**src/rtl/risc_loader_if.sv**
```systemverilog
// Image stream and program-memory write port of the VeriRISC boot loader.
// The master modport is the loader side; the slave modport is the source/memory side.
interface risc_loader_if #(
    parameter int unsigned AWIDTH = 5,
    parameter int unsigned DWIDTH = 8
);
    logic              in_valid;
    logic [DWIDTH-1:0] in_data;
    logic              in_ready;
    logic              mem_wr;
    logic [AWIDTH-1:0] mem_addr;
    logic [DWIDTH-1:0] mem_wdata;

    modport master (
        input  in_valid, in_data,
        output in_ready, mem_wr, mem_addr, mem_wdata
    );

    modport slave (
        output in_valid, in_data,
        input  in_ready, mem_wr, mem_addr, mem_wdata
    );
endinterface

```
**src/rtl/risc_loader.sv**
```systemverilog
// Boot/run sequencer for VeriRISC: streams an image into program memory, resets the core, runs it under a watchdog.
// Optional byte checksum of the image is enabled by defining LOADER_CHECKSUM_EN.
module risc_loader #(
    parameter int unsigned AWIDTH     = 5,
    parameter int unsigned DWIDTH     = 8,
    parameter int unsigned CW         = 16,
    parameter int unsigned RST_CYCLES = 2
) (
    input  logic              clk,
    input  logic              rst,
    input  logic              start,
    input  logic [AWIDTH:0]   len,
    input  logic [CW-1:0]     max_cycles,
    risc_loader_if.master     bus,
    input  logic              halt,
    output logic              cpu_rst,
    output logic              busy,
    output logic              done,
    output logic              timeout,
    output logic [CW-1:0]     cycles,
    output logic [DWIDTH-1:0] checksum
);
    localparam int unsigned LW  = AWIDTH + 1;
    localparam int unsigned RCW = (RST_CYCLES > 1) ? $clog2(RST_CYCLES) : 1;
    localparam logic [LW-1:0]  DEPTH   = LW'(1) << AWIDTH;
    localparam logic [RCW-1:0] RC_LAST = RCW'(RST_CYCLES - 1);

    typedef enum logic [2:0] {IDLE, LOAD, CRST, RUN, DONE} state_t;

    state_t            state, state_d;
    logic [AWIDTH-1:0] ptr, ptr_d;
    logic [LW-1:0]     len_q, len_d;
    logic [RCW-1:0]    rcnt, rcnt_d;
    logic [CW-1:0]     cnt, cnt_d;
    logic [CW-1:0]     max_q, max_d;
    logic [CW-1:0]     cycles_d;
    logic              timeout_d;
    logic              ready_q;
    logic              accept;
    logic              beat;

    assign beat           = ready_q && bus.in_valid;
    assign bus.in_ready   = ready_q;
    assign bus.mem_wr     = beat;
    assign bus.mem_addr   = ptr;
    assign bus.mem_wdata  = bus.in_data;

    // State and datapath register
    always_ff @(posedge clk or negedge rst) begin
        if (!rst) begin
            state   <= IDLE;
            ptr     <= '0;
            len_q   <= '0;
            rcnt    <= '0;
            cnt     <= '0;
            max_q   <= '0;
            ready_q <= 1'b0;
            cpu_rst <= 1'b1;
            busy    <= 1'b0;
            done    <= 1'b0;
            timeout <= 1'b0;
            cycles  <= '0;
        end else begin
            state   <= state_d;
            ptr     <= ptr_d;
            len_q   <= len_d;
            rcnt    <= rcnt_d;
            cnt     <= cnt_d;
            max_q   <= max_d;
            ready_q <= (state_d == LOAD);
            cpu_rst <= (state_d != RUN);
            busy    <= (state_d == LOAD) || (state_d == CRST) || (state_d == RUN);
            done    <= (state_d == DONE);
            timeout <= timeout_d;
            cycles  <= cycles_d;
        end
    end

    // Next-state and next-datapath logic
    always_comb begin
        state_d   = state;
        ptr_d     = ptr;
        len_d     = len_q;
        rcnt_d    = rcnt;
        cnt_d     = cnt;
        max_d     = max_q;
        timeout_d = timeout;
        cycles_d  = cycles;
        accept    = 1'b0;

        case (state)
            IDLE, DONE: begin
                if (start) begin
                    accept    = 1'b1;
                    timeout_d = 1'b0;
                    cycles_d  = '0;
                    max_d     = max_cycles;
                    ptr_d     = '0;
                    rcnt_d    = '0;
                    len_d     = (len > DEPTH) ? DEPTH : len;
                    state_d   = (len == '0) ? CRST : LOAD;
                end
            end
            LOAD: begin
                if (beat) begin
                    ptr_d = ptr + AWIDTH'(1);
                    if (LW'(ptr) + LW'(1) == len_q) begin
                        state_d = CRST;
                        rcnt_d  = '0;
                    end
                end
            end
            CRST: begin
                if (rcnt == RC_LAST) begin
                    state_d = RUN;
                    cnt_d   = '0;
                end else begin
                    rcnt_d = rcnt + RCW'(1);
                end
            end
            RUN: begin
                // halt has priority over a coincident watchdog expiry
                if (halt) begin
                    state_d   = DONE;
                    timeout_d = 1'b0;
                    cycles_d  = cnt;
                end else begin
                    cnt_d = cnt + CW'(1);
                    if ((max_q != '0) && (cnt_d == max_q)) begin
                        state_d   = DONE;
                        timeout_d = 1'b1;
                        cycles_d  = max_q;
                    end
                end
            end
            default: state_d = IDLE;
        endcase
    end

`ifdef LOADER_CHECKSUM_EN
    logic [DWIDTH-1:0] sum_q;

    // Running modulo-2^DWIDTH sum of accepted image bytes
    always_ff @(posedge clk or negedge rst) begin
        if (!rst) begin
            sum_q <= '0;
        end else if (accept) begin
            sum_q <= '0;
        end else if (beat) begin
            sum_q <= sum_q + bus.in_data;
        end
    end

    assign checksum = sum_q;
`else
    logic unused_accept;
    assign unused_accept = accept;
    assign checksum      = '0;
`endif

endmodule

```
**src/flat_wrapper.sv**
```systemverilog
// flat-port wrapper written by rule: the top's interface ports become plain ports
module risc_loader_flat 
#(
    parameter int unsigned AWIDTH     = 5,
    parameter int unsigned DWIDTH     = 8,
    parameter int unsigned CW         = 16,
    parameter int unsigned RST_CYCLES = 2
)
  (clk, rst, start, len, max_cycles, halt, cpu_rst, busy, done, timeout, cycles, checksum, bus_in_valid, bus_in_data, bus_in_ready, bus_mem_wr, bus_mem_addr, bus_mem_wdata);
  risc_loader_if #(.AWIDTH(AWIDTH), .DWIDTH(DWIDTH)) bus_i ();
  input  logic clk;
  input  logic rst;
  input  logic start;
  input  logic [AWIDTH:0] len;
  input  logic [CW-1:0] max_cycles;
  input  logic halt;
  output logic cpu_rst;
  output logic busy;
  output logic done;
  output logic timeout;
  output logic [CW-1:0] cycles;
  output logic [DWIDTH-1:0] checksum;
  input wire logic [$bits(bus_i.in_valid)-1:0] bus_in_valid;
  input wire logic [$bits(bus_i.in_data)-1:0] bus_in_data;
  output wire logic [$bits(bus_i.in_ready)-1:0] bus_in_ready;
  output wire logic [$bits(bus_i.mem_wr)-1:0] bus_mem_wr;
  output wire logic [$bits(bus_i.mem_addr)-1:0] bus_mem_addr;
  output wire logic [$bits(bus_i.mem_wdata)-1:0] bus_mem_wdata;
  assign bus_i.in_valid = bus_in_valid;
  assign bus_i.in_data = bus_in_data;
  assign bus_in_ready = bus_i.in_ready;
  assign bus_mem_wr = bus_i.mem_wr;
  assign bus_mem_addr = bus_i.mem_addr;
  assign bus_mem_wdata = bus_i.mem_wdata;
  risc_loader #(.AWIDTH(AWIDTH), .DWIDTH(DWIDTH), .CW(CW), .RST_CYCLES(RST_CYCLES)) u_core (.clk(clk), .rst(rst), .start(start), .len(len), .max_cycles(max_cycles), .bus(bus_i), .halt(halt), .cpu_rst(cpu_rst), .busy(busy), .done(done), .timeout(timeout), .cycles(cycles), .checksum(checksum));
endmodule
```
**config.mk**
```make
export PLATFORM = sky130hd
export DESIGN_NAME = risc_loader_flat
export DESIGN_NICKNAME = d
export VERILOG_FILES = /design/src/rtl/risc_loader_if.sv /design/src/rtl/risc_loader.sv /design/src/flat_wrapper.sv
export SDC_FILE = /design/constraint.sdc
export NUM_CORES = 1
export LEC_CHECK = 0
export ABC_CLOCK_PERIOD_IN_PS = 5100
export CAP_MARGIN = 20
export CORE_AREA = 2 2 90 92
export CTS_CLUSTER_SIZE = 20
export DETAILED_ROUTE_END_ITERATION = 6
export DIE_AREA = 0 0 92 94
export HOLD_SLACK_MARGIN = 0.15
export PLACE_DENSITY = 0.84
export RECOVER_POWER = 25
export REMOVE_ABC_BUFFERS = 1
export SLEW_MARGIN = 0
export SYNTH_ARGS = -nofsm -noshare
export SYNTH_HDL_FRONTEND = slang
export SYNTH_SLANG_ARGS = --single-unit
```
**constraint.sdc**
```tcl
create_clock -name clk -period 5.1 [get_ports clk]
set_clock_uncertainty 0.1 [all_clocks]
set_input_delay 1.02 -clock clk [delete_from_list [all_inputs] [get_ports clk]]
set_output_delay 1.02 -clock clk [all_outputs]
set_load 0.02 [all_outputs]
```
# Word level (Yosys, flattened, before mapping)
# Cells that the tools add are included.
totals:
  wordCells: 78
  in_bits: 35
  ff_bits: 68
op_classes:
  n_mux: 27
  eq_ne: 17
  n_reduce_logical: 17
  order_cmp: 1
  add_sub_neg: 4
ops:
  columns: ["cell", "n"]
  rows:
  - ["2-to-1 mux 16 bit", 5]
  - ["case mux 16 bit (2 select lines)", 2]
  - ["2-to-1 mux 3 bit", 6]
  - ["adder 16 x 1 -> 16 bit, second input constant", 1]
  - ["== test 16 bit", 1]
  - ["nonzero test 16 bit", 1]
  - ["== test 3 x 2 -> 1 bit, second input constant", 4]
  - ["case mux 3 bit (4 select lines)", 1]
  - ["2-to-1 mux 5 bit", 2]
  - ["case mux 5 bit (2 select lines)", 1]
  - ["AND reduction 3 bit", 3]
  - ["adder 5 x 1 -> 6 bit, second input constant", 1]
  - ["== test 3 x 1 -> 1 bit, second input constant", 2]
  - ["== test 3 bit, second input constant", 2]
  - ["== test 6 bit", 1]
  - ["greater-than comparator 6 bit, second input constant", 1]
  - ["logical NOT 6 bit", 1]
  - ["2-to-1 mux 1 bit", 6]
  - ["2-to-1 mux 6 bit", 1]
  - ["!= test 2 bit, second input constant", 3]
  - ["!= test 3 x 2 -> 1 bit, second input constant", 2]
  - ["nonzero test 2 bit", 3]
  - ["adder 5 x 1 -> 5 bit, second input constant", 1]
  - ["!= test 2 x 1 -> 1 bit, second input constant", 2]
  - ["other kinds (11)", 13]

# Logic depth before layout (Yosys ltp)
logic_depth:
  ltp_word: 9
  ltp_mapped: 10
  mapped_depth_nobuf: 8

# Worst setup path before layout
# Ideal clock, no wire load.
synth_path:
  path_kind: "reg-to-reg"
  from: "register u_core.cnt[0]"
  to: "register u_core.cycles[10]"
  arrival_time_ps: 2864
  t_required_ps: 4874
  stages_incl_launch_ff: 11
  synth_period_minus_slack_ps: 3090
  setup_slack_ps: 2010
  path_buffers: 3
  cell_sequence: "dfrtp_1 > buf_2 > nand3_1 > nor4_4 > nand3_2 > or3_1 > a311o_2 > or3_1 > buf_6 > buf_8 > o311a_1"
synth_via:
  elab_chain_len: 5
synth_lines:
  columns: ["element", "line", "source"]
  rows:
  - ["start, declared", "risc_loader.sv:34", "logic [CW-1:0] cnt, cnt_d;"]
  - ["start signal, assigned", "risc_loader.sv:68", "cnt <= cnt_d;"]
  - ["adder 16 x 1 -> 16 bit", "risc_loader.sv:128", "cnt_d = cnt + CW'(1);"]
  - ["== test 16 bit", "risc_loader.sv:129", "if ((max_q != '0) && (cnt_d == max_q)) begin"]
  - ["logical AND 1 bit", "risc_loader.sv:129", null]
  - ["!= test 3 x 2 -> 1 bit (no line)", null, null]
  - ["AND reduction 3 bit (no line)", null, null]
  - ["end signal, assigned", "risc_loader.sv:75", "cycles <= cycles_d;"]
  - ["end, declared", "risc_loader.sv:20", "output logic [CW-1:0] cycles,"]
# Every way passes these cells.
# A chain may end at the register's enable or synchronous reset.

# Worst setup path in the final report
layout_path:
  from: "register u_core.cnt[7]"
  to: "register u_core.cycles[8]"
# The elaborated chain is that of the path after synthesis.

==> summary.md <==
| Metric | Value |
|---|---|
| Share of cells above drive strength 1 | 0.08333 |
| Worst-path cell chain | nand4_1 > nor4_1 > a21oi_1 > nor4_1 > nand3_1 > or3_1 > o311a_1 |
| Post-CTS Repair Setup Buffers | 0 |
| Initial antenna violation count | 0 |
| CP top delay family | simple AND/OR/NAND/NOR gates |
| DR iter-0 viols | 510 |
| Final setup fails | 0 |
| Placer Congestion | 0.9572 |
| Clock share of power | 0.197 |
| Bufs on Longest Clock Path | 2 |
| Most used cell along the critical path | nor4_1 |
| Worst skew pair latency | 0.36 ns |
| Reg clk slew, reported paths | 0.07 ns |
| Post-CTS Hold Fix Bufs | 0 |
| Yosys warnings | 0 |
| CTS Root Cell | clkbuf_8 |
| Detailed placement HPWL | 7.671 mm |
| Status | complete, but fails checks |
| TritonCTS clock tree | yes |
| Clk sinks | 68 |
| DRT antenna net count | 0 |
| Ys flop type | dfrtp_1 |
| Post-synth EDFFs | 0 |
| Final Hold Violating Endpoints | 0 |
| Tot Pwr | 0.002475 W |
| Biggest cell delay along the critical path | 0.77 ns |
| Worst path arrival time | 3.84 ns |
| First-pass GRT wire length | 18.26 mm |
| Total CTS buffers | 9 |
| Register share of total power | 0.389 |
| Die Wd | 92 um |
| Buf/Inv on CP | 0 |
| RSZ-0062 raised after global routing | no |
| Combinational share of power | 0.414 |
| Distinct cells, synth | 59 |
| Maximum number of pins on one net before global-route repair | 64 |
| Commonest cells after routing, fill and taps aside | 67 x dfrtp_1, 57 x o21ai_0, 52 x clkdlybuf4s50_1, 46 x nor2_1, 43 x a21oi_1 |
| R2R depth | 7 |
| Net count, final | 550 |
| Synth area leaders | dfrtp_1 40%, o21ai_0 6.7%, a21oi_1 5.1%, mux2_2 4.5%, nor2_1 4.1% |
| Number of buffers added on ports | 53 |
| Fin crit share | 0.7257 |
| Vias per inst | 6.367 |
| Synth top area share | 0.3950 |
| Per-cell routed wire length | 18.27 um |
| Post-CTS resize count | 0 |
| Syn Area/Cell | 8.751 um2 |
| Post-route DRC | 0 |
| Most common cell after layout, fill and taps aside | dfrtp_1 |
| Power Dens Cells | 503.1 nW/um2 |
| Setup TNS | 0 ns |
| Area Growth Syn to Fin | 15.92% |
| Slew Viols, Final | 27 |
| Post-synth top area cell | dfrtp_1 |
| Cells after synthesis | 485 |
| Crit path required time | 5.24 ns |
| CP Class | flip-flop to flip-flop |
| Vias in the first global route | 3766 |
| Worst-margin pin slew | 1.515 ns |
| Rows | 32 |
| Async SR Flop Fraction | 1.000 |
| Post-layout min period | 3.701 ns |
| Ports | 78 |
| Detailed-route via count | 3935 |
| Vert. Die Dim | 94 um |
| GRT Util Overall | 0.2691 |
| Grt total ovfl | 0 |
| Core Footprint | 7607 um2 |
| Failing checks | capacitance limit, slew limit |
| Switching Share | 0.4074 |
| Routed WL | 11.29 mm |
| Drt first pass iters | 5 |
| Hold path depth | 2 |
| H-Tree Depth | 3 |
| CP endpoint kind | flip-flop |
| Startpoint types | flip-flop |
| Leakage power | 1.987 nW |
| Die area | 8648 um2 |
| Maxcap violations | 1 |
| Seq/Total Area, Yosys | 0.4012 |
| Crit path depth | 7 |
| Number of diodes | 0 |
| Worst VDD drop | 272.3 uV |
| Mapped Area | 4244 um2 |
| Min-Delay Path Class | flip-flop to flip-flop |
| Rel. slew slack | -0.01015 |
| Worst Path Max Fanout | 18 |
| Switching power | 0.001008 W |
| P_int | 0.001467 W |
| Post-synthesis register bit count | 68 |
| Initial core utilization | 0.5579 |
| Slowest CP cell | or3_1 |
| Fin Hold WS | 0.4161 ns |
| Max Freq | 270.2 MHz |
synth_stat cells (all sizes together) (3+ instances only):
| library cell | instances |
|---|---|
| mux2 | 17 |
| nand2b | 8 |
| a31oi | 12 |
| a21oi | 43 |
| nand3 | 19 |
| o311a | 16 |
| nand4 | 6 |
| nor4 | 10 |
| xor2 | 7 |
| and2 | 4 |
| nor2b | 7 |
| o21ai | 58 |
| buf | 23 |
| nor3 | 5 |
| xnor2 | 13 |
| and3 | 3 |
| or3 | 7 |
| and4 | 3 |
| nor2 | 46 |
| nand2 | 32 |
| dfrtp | 67 |
| o31ai | 6 |
| a21o | 3 |
| clkbuf | 25 |
| inv | 12 |
path summary, 6_finish.rpt:
check                                from                     end  slack [ns]
min in group asynchronous             rst  u_core.bus.mem_addr[3]        0.92
min                        u_core.timeout          u_core.timeout        0.42
max in group asynchronous             rst         u_core.max_q[6]        2.69
max                         u_core.cnt[7]        u_core.cycles[8]        1.40
min reg2reg                u_core.timeout          u_core.timeout        0.42
max reg2reg                 u_core.cnt[7]        u_core.cycles[8]        1.40
registers in the layout (all words and copies together) (netlist names), 3 cells and up:
| signal | flops |
|---|---|
| u_core.cycles | 16 |
| u_core.cnt | 16 |
| u_core.state | 3 |
| u_core.max_q | 16 |
| u_core.len_q | 6 |
| u_core.bus.mem_addr | 5 |
area by class of cell:
cell class              instances  area (um2)
clock inverters                 2       60.06
inverters                      12       45.04
clock buffers                  12       145.1
well taps                     102       127.6
fillers                       641        2688
repair buffers                 58       581.8
flip-flops and latches         68        1703
multi-input cells             364        2257
tightest hold or removal path, stage by stage, from the launching register on:
cell,delay [ns]
dfrtp_1,0.37
inv_1,0.06
a21oi_1,0.05
stage by stage:
step           setup slack, ns  cell area, um2  std cells  utilization
6_report                 1.399            4920        618       0.6467
5_1_grt                  1.060            4920        618       0.6467
4_1_cts                  1.467            4886        616       0.6423
3_5_place_dp             1.440            4681        602       0.6153
3_3_place_gp             1.637            4681        602       0.6153
2_1_floorplan            1.944            4003        444            -
layer usage:
metal / global-route usage / share of wire
met5: 0 / 0
met2: 0.4400 / 0.47
met4: 0.1244 / 0.038
met3: 0.05538 / 0.073
met1: 0.3448 / 0.41
power groups by stage:
stage / clock (W) / combinational [W] / sequential (W)
after global routing: 0.000514 / 0.00113 / 0.000984
after global placement: 0 / 0.000957 / 0.000948
after floorplan: 0 / 0.000629 / 0.000948
after CTS: 0.000488 / 0.000998 / 0.000952
final: 0.000487 / 0.00103 / 0.000963
after detailed placement: 0 / 0.000990 / 0.000961
logic make-up after synthesis:
group / Yosys count / share of synthesized area
xor+xnor: 21 / 0.04658
buf+inv: 60 / 0.07370
other cells: 1 / 0.0008836
simple gates: 157 / 0.1916
fa+ha+maj: 2 / 0.005895
compound gates: 157 / 0.2303
flops: 68 / 0.4012
mux: 19 / 0.04982
Note: power is estimated with default switching activity, not from simulation.
